$ cat src/rtl/bus_pkg.sv
// Shared helpers for the round-robin bus matrix: width math, arbiter state
// encoding and the "no slave selected" decode value.
package bus_pkg;

    localparam int DECODE_NONE = 0;

    typedef enum logic {
        ARB_IDLE  = 1'b0,
        ARB_OWNED = 1'b1
    } arb_state_e;

    function automatic int clog2(input int n);
        int r;
        r = 0;
        for (int i = 0; i < 31; i++) begin
            if ((1 << i) < n) r = i + 1;
        end
        return r;
    endfunction

    // Index width that never collapses to zero bits.
    function automatic int idx_width(input int n);
        return (clog2(n) < 1) ? 1 : clog2(n);
    endfunction

endpackage

$ cat src/rtl/bus_rr_arbiter.sv
// Round-robin arbiter: registered one-hot grant with optional hold limit and
// zero-dead-cycle handover when the owner drops its request.
module bus_rr_arbiter
    import bus_pkg::*;
#(
    parameter int N        = 2,
    parameter int HOLD_MAX = 0
) (
    input  logic         clk,
    input  logic         reset_n,
    input  logic [N-1:0] req_i,
    output logic [N-1:0] grant_o,
    output logic         state_o
);

    localparam int IW = idx_width(N);
    localparam int HW = idx_width(HOLD_MAX);
    // With a hold limit the counter parks at the rotation threshold, otherwise at all-ones.
    localparam logic [HW-1:0] HOLD_SAT = (HOLD_MAX > 0) ? HW'(HOLD_MAX - 1) : {HW{1'b1}};

    arb_state_e    state_q, state_d;
    logic [IW-1:0] owner_q, owner_d;
    logic [IW-1:0] last_q, last_d;
    logic [HW-1:0] hold_q, hold_d;
    logic [N-1:0]  grant_q, grant_d;

    logic          idle_found, next_found;
    logic [IW-1:0] idle_pick, next_pick;

    always_comb begin
        idle_found = 1'b0;
        idle_pick  = '0;
        next_found = 1'b0;
        next_pick  = '0;
        // Descending scans: the last hit is the one closest after the start point.
        for (int j = N; j >= 1; j--) begin
            if (req_i[IW'((int'(last_q) + j) % N)]) begin
                idle_found = 1'b1;
                idle_pick  = IW'((int'(last_q) + j) % N);
            end
        end
        for (int j = N - 1; j >= 1; j--) begin
            if (req_i[IW'((int'(owner_q) + j) % N)]) begin
                next_found = 1'b1;
                next_pick  = IW'((int'(owner_q) + j) % N);
            end
        end
    end

    always_comb begin
        state_d = state_q;
        owner_d = owner_q;
        last_d  = last_q;
        hold_d  = hold_q;
        unique case (state_q)
            ARB_IDLE: begin
                if (idle_found) begin
                    state_d = ARB_OWNED;
                    owner_d = idle_pick;
                    last_d  = idle_pick;
                    hold_d  = '0;
                end
            end
            ARB_OWNED: begin
                if (req_i[owner_q] && !(HOLD_MAX > 0 && hold_q == HOLD_SAT && next_found)) begin
                    if (hold_q != HOLD_SAT) hold_d = hold_q + HW'(1);
                end else if (next_found) begin
                    owner_d = next_pick;
                    last_d  = next_pick;
                    hold_d  = '0;
                end else begin
                    state_d = ARB_IDLE;
                    hold_d  = '0;
                end
            end
            default: state_d = ARB_IDLE;
        endcase
        grant_d = '0;
        if (state_d == ARB_OWNED) grant_d[owner_d] = 1'b1;
    end

    always_ff @(posedge clk or negedge reset_n) begin
        if (!reset_n) begin
            state_q <= ARB_IDLE;
            owner_q <= '0;
            last_q  <= IW'(N - 1);
            hold_q  <= '0;
            grant_q <= '0;
        end else begin
            state_q <= state_d;
            owner_q <= owner_d;
            last_q  <= last_d;
            hold_q  <= hold_d;
            grant_q <= grant_d;
        end
    end

    assign grant_o = grant_q;
    assign state_o = state_q;

endmodule

$ cat src/rtl/bus_matrix_rr.sv
// Shared bus: round-robin master arbitration, upper-address slave decode,
// registered read-return select and unmapped-access flag.
module bus_matrix_rr
    import bus_pkg::*;
#(
    parameter int N_MASTER = 2,
    parameter int N_SLAVE  = 2,
    parameter int AW       = 8,
    parameter int DW       = 8,
    parameter int HOLD_MAX = 0
) (
    input  logic                   clk,
    input  logic                   reset_n,
    input  logic [N_MASTER-1:0]    M_req,
    input  logic [N_MASTER*AW-1:0] M_address,
    input  logic [N_MASTER-1:0]    M_wr,
    input  logic [N_MASTER*DW-1:0] M_dout,
    output logic [N_MASTER-1:0]    M_grant,
    output logic [DW-1:0]          M_din,
    output logic [N_SLAVE-1:0]     S_sel,
    output logic [AW-1:0]          S_address,
    output logic                   S_wr,
    output logic [DW-1:0]          S_din,
    input  logic [N_SLAVE*DW-1:0]  S_dout,
    output logic                   dec_err,
    output logic                   arb_state_o
);

    localparam int IDXW = idx_width(N_SLAVE);
    localparam logic [IDXW:0] NS_EXT = (IDXW + 1)'(N_SLAVE);

    logic [N_MASTER-1:0] grant;
    logic [IDXW-1:0]     slave_idx;
    logic                unmapped;
    logic [N_SLAVE-1:0]  rd_sel_q;
    logic                dec_err_q;

    bus_rr_arbiter #(
        .N        (N_MASTER),
        .HOLD_MAX (HOLD_MAX)
    ) u_arb (
        .clk     (clk),
        .reset_n (reset_n),
        .req_i   (M_req),
        .grant_o (grant),
        .state_o (arb_state_o)
    );

    assign M_grant = grant;

    // Grant is one-hot or zero, so AND-OR muxing yields zeros when nobody owns the bus.
    always_comb begin
        S_address = '0;
        S_wr      = 1'b0;
        S_din     = '0;
        for (int i = 0; i < N_MASTER; i++) begin
            S_address = S_address | (M_address[i*AW +: AW] & {AW{grant[i]}});
            S_wr      = S_wr | (M_wr[i] & grant[i]);
            S_din     = S_din | (M_dout[i*DW +: DW] & {DW{grant[i]}});
        end
    end

    assign slave_idx = S_address[AW-1 -: IDXW];
    assign unmapped  = {1'b0, slave_idx} >= NS_EXT;

    always_comb begin
        S_sel = N_SLAVE'(DECODE_NONE);
        if (|grant && !unmapped) S_sel[slave_idx] = 1'b1;
    end

    always_ff @(posedge clk or negedge reset_n) begin
        if (!reset_n) begin
            rd_sel_q  <= '0;
            dec_err_q <= 1'b0;
        end else begin
            rd_sel_q  <= S_sel;
            dec_err_q <= |grant && unmapped;
        end
    end

    always_comb begin
        M_din = '0;
        for (int k = 0; k < N_SLAVE; k++) begin
            M_din = M_din | (S_dout[k*DW +: DW] & {DW{rd_sel_q[k]}});
        end
    end

    assign dec_err = dec_err_q;

endmodule

$ cat config.mk
export PLATFORM = sky130hd
export DESIGN_NAME = bus_matrix_rr
export DESIGN_NICKNAME = d
export VERILOG_FILES = /design/src/rtl/bus_pkg.sv /design/src/rtl/bus_rr_arbiter.sv /design/src/rtl/bus_matrix_rr.sv
export SDC_FILE = /design/constraint.sdc
export NUM_CORES = 1
export LEC_CHECK = 0
export CORE_MARGIN = 1
export CORE_UTILIZATION = 24
export CTS_BUF_LIST = sky130_fd_sc_hd__clkbuf_2
export CTS_CLUSTER_DIAMETER = 40
export DETAILED_ROUTE_END_ITERATION = 12
export GPL_TIMING_DRIVEN = 0
export PLACE_DENSITY_LB_ADDON = 0.05
export SYNTH_ARGS = -nofsm -noshare
export SYNTH_HDL_FRONTEND = slang
export SYNTH_SLANG_ARGS = --single-unit
$ cat constraint.sdc
create_clock -name clk -period 1.25 [get_ports clk]
set_input_delay 0.1875 -clock clk [delete_from_list [all_inputs] [get_ports clk]]
set_output_delay 0.1875 -clock clk [all_outputs]
set_load 0.02 [all_outputs]
==> impl_metrics.toml, run 1 <==
[logic_synthesis]
synth_seq_area_share = 0.303
synth.yosys.warnings = 0
ys_seq_elements = 7
netlist_instances = 67
netlist.top_cell.by_area = "sky130_fd_sc_hd__a22o_1"
synthesis.area_per_instance_um2 = 8.68
yosys.cell_types.count = 22
main_area_contributors_after_synthesis = "sky130_fd_sc_hd__a22o_1 (39%), sky130_fd_sc_hd__dfrtp_1 (26%), sky130_fd_sc_hd__dfstp_2 (4.5%), sky130_fd_sc_hd__buf_2 (4.3%), sky130_fd_sc_hd__nor2_1 (3.2%)"
synthDominantCellAreaShare = 0.391
syn_nets = 122
post_synth_instance_area_um2 = 582

[critical_path]
arrival_time_at_the_worst_endpoint_ns = 1.31
critical_path_peak_fanout = 6
r2r_start = "u_arb.grant_o[0]"
worst-r2r-setup-slack_ns = 0.08
worstSetupStartpointType = "flip-flop"
crit_type = "flip-flop to output port"
crit_required_ns = 1.06
setup.worst_path.end_class = "output port"
critical_path.reg2reg.endpoint = "rd_sel_q[1]"
timing.reg2reg.worst_path_depth = 4
worst_setup_path_startpoint = "u_arb.grant_o[0]"

[global_routing]
globalRouteTotalUtil = 0.194
grt_pass1_vias = 863
grt_max_degree = 11
grt.met3_usage = 0.0506
number_of_antenna_violations_at_the_first_check_in_global_routing = 0
overflow = 0
grt_met2_usage = 0.360
met1_usage = 0.205
global_route_wire_length_before_repair_um = 3800
globalRoute.busiestLayer = "met2"

[drt]
average_vias_per_placed_instance = 4.83
routed_wirelength_um = 2580
num_vias = 928
drt-wirelength-per-cell_um = 13.5
first_iter_violations = 9
post_route_ant_nets = 0
first_pass_iters = 4
post-route-drc-count = 0

[sta]
worst_clock_skew_ns = 0.00404
fin_hold_ws_ns = 0.192
final_hold_violation_count = 0
period_minus_slack_ns = 1.50
grt_setup_unrepaired = "true"
min_period_over_period = 1.20
setup_viol_count_final = 27
setup_tns_ns = -4.16
drv_slew = 0
timing.final.ws_setup_ns = -0.245
achievable-frequency_ghz = 0.669

[outcome]
violations = "negative setup slack"
run_status = "complete, but fails checks"

[cts]
clkLatencyLatePin_ns = 0.23
clock_sink_count = 7
cts_root_buffer = "sky130_fd_sc_hd__clkbuf_2"
clock_path_buffers = 2
cts_buffers = 3
tritoncts_clock_tree = "done"
maximum_level_of_the_cts_h_tree = 1
post_cts_clock_slew_at_the_launch_and_capture_registers_of_the_worst_setup_and_hold_paths_ns = 0.07

[pwr]
power.clock.fraction = 0.062
power.total_mw = 2.70
seqPwrFrac = 0.153
leakage_nw = 0.793
pwr_density_cell_mw_per_mm2 = 1560
total_switching_power_mw = 1.09
internal_power_mw = 1.61
comb_power_share = 0.786
worst_vdd_rail_ir_drop_uv = 923
power.switching_fraction = 0.403

[die]
design.die.area_mm2 = 0.00263
effective_utilization_at_floorplan = 0.258
io_pins = 85
die_h_um = 51.2
placeableCoreArea_mm2 = 0.00225
die-width_um = 51.2
rows = 17

[cells_and_area]
diodes = 0
final_core_utilization = 0.767
layoutNonFillerInstCount = 192
layout.cells.most_common_list = "sky130_fd_sc_hd__clkdlybuf4s50_1 (52), sky130_fd_sc_hd__buf_6 (29), sky130_fd_sc_hd__a22o_1 (17), sky130_fd_sc_hd__a22o_4 (9), sky130_fd_sc_hd__buf_4 (8)"
finalNetCount = 220
mostFrequentLayoutCell = "sky130_fd_sc_hd__clkdlybuf4s50_1"
number_of_filler_cells_placed_in_the_layout = 176
layout_cells_sized_above_1 = 0.415
areaGrowthSynthToFinish_pct = 197
post-route-cell-area_mm2 = 0.00173

[placed_design]
place_hpwl_um = 1890
dp_cells = 178
place.gp.congestion = 0.764
area_after_detailed_placement_mm2 = 0.00155
detailedPlace.worstSlack_ns = -0.543
port_buffers = 83

[hold_path]
min_path_type = "primary input to async pin"

[job]
max_cap_viol_count = 0
==> worst max-delay path, cell delays in order (launching register included) <==
cell	delay, ns
sky130_fd_sc_hd__dfrtp_2	0.43
sky130_fd_sc_hd__buf_6	0.15
sky130_fd_sc_hd__buf_8	0.13
sky130_fd_sc_hd__a22o_4	0.24
sky130_fd_sc_hd__buf_6	0.13
==> sequential cells by signal, indices dropped and copies added (netlist names) <==
register       flops
u_arb.state_o      1
u_arb.last_q       1
rd_sel_q           2
u_arb.owner_q      1
u_arb.grant_o      2
==> cell usage after synthesis (all sizes together) <==
cell	instances
a21oi	1
a22o	26
a311oi	1
a31oi	1
and2b	1
buf	6
clkbuf	2
conb	1
dfrtp	6
dfstp	1
ha	1
inv	3
nand2	3
nand2b	1
nand3	1
nor2	5
o211ai	1
o21ai	5
o32ai	1
==> metal layers <==
metal	share of wire	up-vias
li1	-	455
met1	0.35	418
met2	0.53	50
met3	0.10	5
met4	0.014	0
met5	0	-
==> timing repair <==
action	4_1_cts	5_1_grt
setup endpoints to repair	32	29
setup buffers	6	4
gates cloned	2	0
pin swaps	3	2
hold buffers	0	0
hold endpoints to repair	0	0
gates resized for setup	154	21
==> worst max path at each step <==
stage	end	slack (ns)	cells after the start
after detailed placement	S_sel[0]	-0.54	4
after floorplan	S_address[4]	0.006	3
after global placement	S_sel[0]	-0.54	4
after CTS	S_address[4]	-0.25	4
final	S_din[5]	-0.25	4
after global routing	S_address[4]	-0.29	4
==> kinds of logic after synthesis <==
logic type,count (synthesis),synth area share
compound gates,36,0.497
fa+ha+maj,1,0.0215
buf+inv,11,0.0882
flops,7,0.303
other cells,1,0.00645
simple gates,11,0.0839
==> area by class of cell <==
cell class                 instances  area, um2  area share
clock buffer                       4       20.0      0.0116
timing repair buffer              95        960       0.555
sequential                         7        183       0.106
tap                               28       35.0      0.0203
inverter                           3       11.3     0.00651
buffer                             6       65.1      0.0376
multi-input combinational         49        455       0.263
==> power by group through the flow <==
stage,Combinational (mW),Clock [mW],Sequential (mW)
2_1_floorplan,0.992,0,0.387
3_3_place_gp,1.77,0,0.367
3_5_place_dp,1.80,0,0.371
4_1_cts,1.88,0.171,0.410
5_1_grt,2.24,0.181,0.420
6_report,2.12,0.166,0.411
Power figures use the tool's default switching activity.
==> inputs of run 2 (changes only) <==
--- a/config.mk
+++ b/config.mk
@@ -6,9 +6,9 @@
 export NUM_CORES = 1
 export LEC_CHECK = 0
 export CORE_MARGIN = 1
-export CORE_UTILIZATION = 24
+export CORE_UTILIZATION = 26
 export CTS_BUF_LIST = sky130_fd_sc_hd__clkbuf_2
-export CTS_CLUSTER_DIAMETER = 40
+export CTS_CLUSTER_DIAMETER = 150
 export DETAILED_ROUTE_END_ITERATION = 12
 export GPL_TIMING_DRIVEN = 0
 export PLACE_DENSITY_LB_ADDON = 0.05
==> constraint.sdc (replaced) <==
create_clock -name clk -period 1.9 [get_ports clk]
set_input_delay 0.285 -clock clk [delete_from_list [all_inputs] [get_ports clk]]
set_output_delay 0.285 -clock clk [all_outputs]
set_load 0.02 [all_outputs]
==> run 2 against run 1 <==
  * Routed wire length fell by 12%
  * Count of clock-buffer cells in the layout did not move
  * First-iteration DRC count rose to 3.0 times the previous value
  * Largest power group unchanged
  * Final cell count fell by 6.8%
  * The flow now finishes without violations
  * Largest cell class unchanged
  * Core utilization fell by 5.1 points
  * Non-clock buffer count fell by 12
==> impl_metrics.toml, run 2 (synthesized netlist as in run 1, its figures left out) <==
[critical_path]
crit_required_ns = 1.62
worstSetupStartpointType = "flip-flop"
critical_path_peak_fanout = 10
setup.worst_path.end_class = "output port"
arrival_time_at_the_worst_endpoint_ns = 1.55
crit_type = "flip-flop to output port"
cpPeakStageDelay_ns = 0.60
critical_path_cell_sequence = "buf_2, a22o_1, clkdlybuf4s50_1"
crit_slowest_cell = "sky130_fd_sc_hd__clkdlybuf4s50_1"

[drt]
route.top_layer_used = "met4"
average_vias_per_placed_instance = 4.88
first_pass_iters = 4
met3RoutedLength_um = 242
post-route-drc-count = 0
first_iter_violations = 27
routedLengthMet1_um = 839
routed_wirelength_um = 2280
drt-wirelength-per-cell_um = 12.7
routed-wl-met2_um = 1170
post_route_ant_nets = 0
num_vias = 873

[cts]
clock_path_buffers = 2
clock_sink_count = 7
cts-resized-gates = 13
maximum_level_of_the_cts_h_tree = 1
post_cts_clock_slew_at_the_launch_and_capture_registers_of_the_worst_setup_and_hold_paths_ns = 0.07
cts-hold-fix-buffers = 0
tritoncts_clock_tree = "done"
clkLatencyLatePin_ns = 0.23
cts_buffers = 3
cts_root_buffer = "sky130_fd_sc_hd__clkbuf_2"
post_cts_buffers = 0

[placed_design]
place.gp.congestion = 0.820
area_after_detailed_placement_mm2 = 0.00145
place_hpwl_um = 1910
detailedPlace.worstSlack_ns = -0.135
port_buffers = 83

[sta]
period_minus_slack_ns = 1.84
setup_tns_ns = 0
fin_hold_ws_ns = 0.294
setup_viol_count_final = 0
min_period_over_period = 0.967
worst_clock_skew_ns = 0.000474
grt_setup_unrepaired = "false"
timing.final.ws_setup_ns = 0.0630
drv_slew = 0
final_hold_violation_count = 0
achievable-frequency_ghz = 0.544

[pwr]
worst_vdd_rail_ir_drop_uv = 581
power.switching_fraction = 0.435
seqPwrFrac = 0.195
leakage_nw = 0.694
power.clock.fraction = 0.082
pwr_density_cell_mw_per_mm2 = 940
internal_power_mw = 0.776
total_switching_power_mw = 0.597
comb_power_share = 0.724

[die]
die-width_um = 49.3
rows = 16
placeableCoreArea_mm2 = 0.00204
design.die.area_mm2 = 0.00243
die_h_um = 49.3
io_pins = 85
effective_utilization_at_floorplan = 0.285

[global_routing]
overflow = 0
globalRouteTotalUtil = 0.180
number_of_antenna_violations_at_the_first_check_in_global_routing = 0
global_route_wire_length_before_repair_um = 3450
grt_pass1_vias = 838
grt_max_degree = 11

[cells_and_area]
layout_cells_sized_above_1 = 0.0789
areaGrowthSynthToFinish_pct = 151
layout.cells.most_common_list = "sky130_fd_sc_hd__clkdlybuf4s50_1 (68), sky130_fd_sc_hd__a22o_1 (26), sky130_fd_sc_hd__dlygate4sd2_1 (10), sky130_fd_sc_hd__dfrtp_1 (6), sky130_fd_sc_hd__nor2_1 (5)"
finalNetCount = 208
mostFrequentLayoutCell = "sky130_fd_sc_hd__clkdlybuf4s50_1"
post-route-cell-area_mm2 = 0.00146
final_core_utilization = 0.716
diodes = 0

[hold_path]
min_path_type = "primary input to async pin"

[outcome]
run_status = "completed"

[job]
max_cap_viol_count = 0
run 2: area by class of cell:
class                   count  area (um2)
plain buffers               6        37.5
clock buffers               4        20.0
fillers                   174         581
inverters                   3        11.3
multi-input cells          49         354
flip-flops and latches      7         176
well taps                  27        33.8
repair buffers             83         828
run 2: worst paths after layout:
path / to / slack [ns] / start / depth (start not counted)
setup / recovery: S_din[3] / 0.06 / u_arb.grant_o[0] / 3
hold / removal: u_arb.owner_q / 0.29 / reset_n / 1
setup reg to reg: u_arb.grant_o[1] / 0.61 / u_arb.owner_q / 5
hold reg to reg: u_arb.last_q / 0.52 / u_arb.last_q / 2
max in group asynchronous: u_arb.last_q / 1.33 / reset_n / 1
min in group clk: u_arb.last_q / 0.52 / u_arb.last_q / 2
run 2: critical path, delay by kind of cell (launching register included):
family / cells / cell delay, ns
AOI/OAI and AO/OA: 1 / 0.17
buffers and inverters: 2 / 0.80
DFF: 1 / 0.35
run 2: power by group through the flow:
stage	Combinational [mW]	Sequential [mW]	Clock, mW
after global placement	1.07	0.239	0
after detailed placement	1.08	0.244	0
after CTS	1.02	0.258	0.113
final	0.994	0.268	0.112
after global routing	1.06	0.276	0.118
after floorplan	0.552	0.252	0
run 2: stage by stage:
| stage | instances | total power, mW |
|---|---|---|
| finish | 179 | 1.37 |
| global placement | 177 | 1.31 |
| floorplan | 67 | 0.804 |
| detailed placement | 177 | 1.33 |
| global route | 179 | 1.46 |
| CTS | 180 | 1.39 |
run 2: layer usage:
| metal | GRT usage | vias to the layer above |
|---|---|---|
| met1 | 0.179 | 382 |
| li1 | - | 431 |
| met4 | 0.0686 | 0 |
| met3 | 0.0467 | 4 |
| met2 | 0.347 | 56 |
| met5 | 0 | - |
==> inputs of run 3 (changes only) <==
--- a/config.mk
+++ b/config.mk
@@ -8,7 +8,6 @@
 export CORE_MARGIN = 1
 export CORE_UTILIZATION = 26
 export CTS_BUF_LIST = sky130_fd_sc_hd__clkbuf_2
-export CTS_CLUSTER_DIAMETER = 150
 export DETAILED_ROUTE_END_ITERATION = 12
 export GPL_TIMING_DRIVEN = 0
 export PLACE_DENSITY_LB_ADDON = 0.05
==> results of run 3 <==
The final DEF is identical to that of run 2; final timing and power are the same.
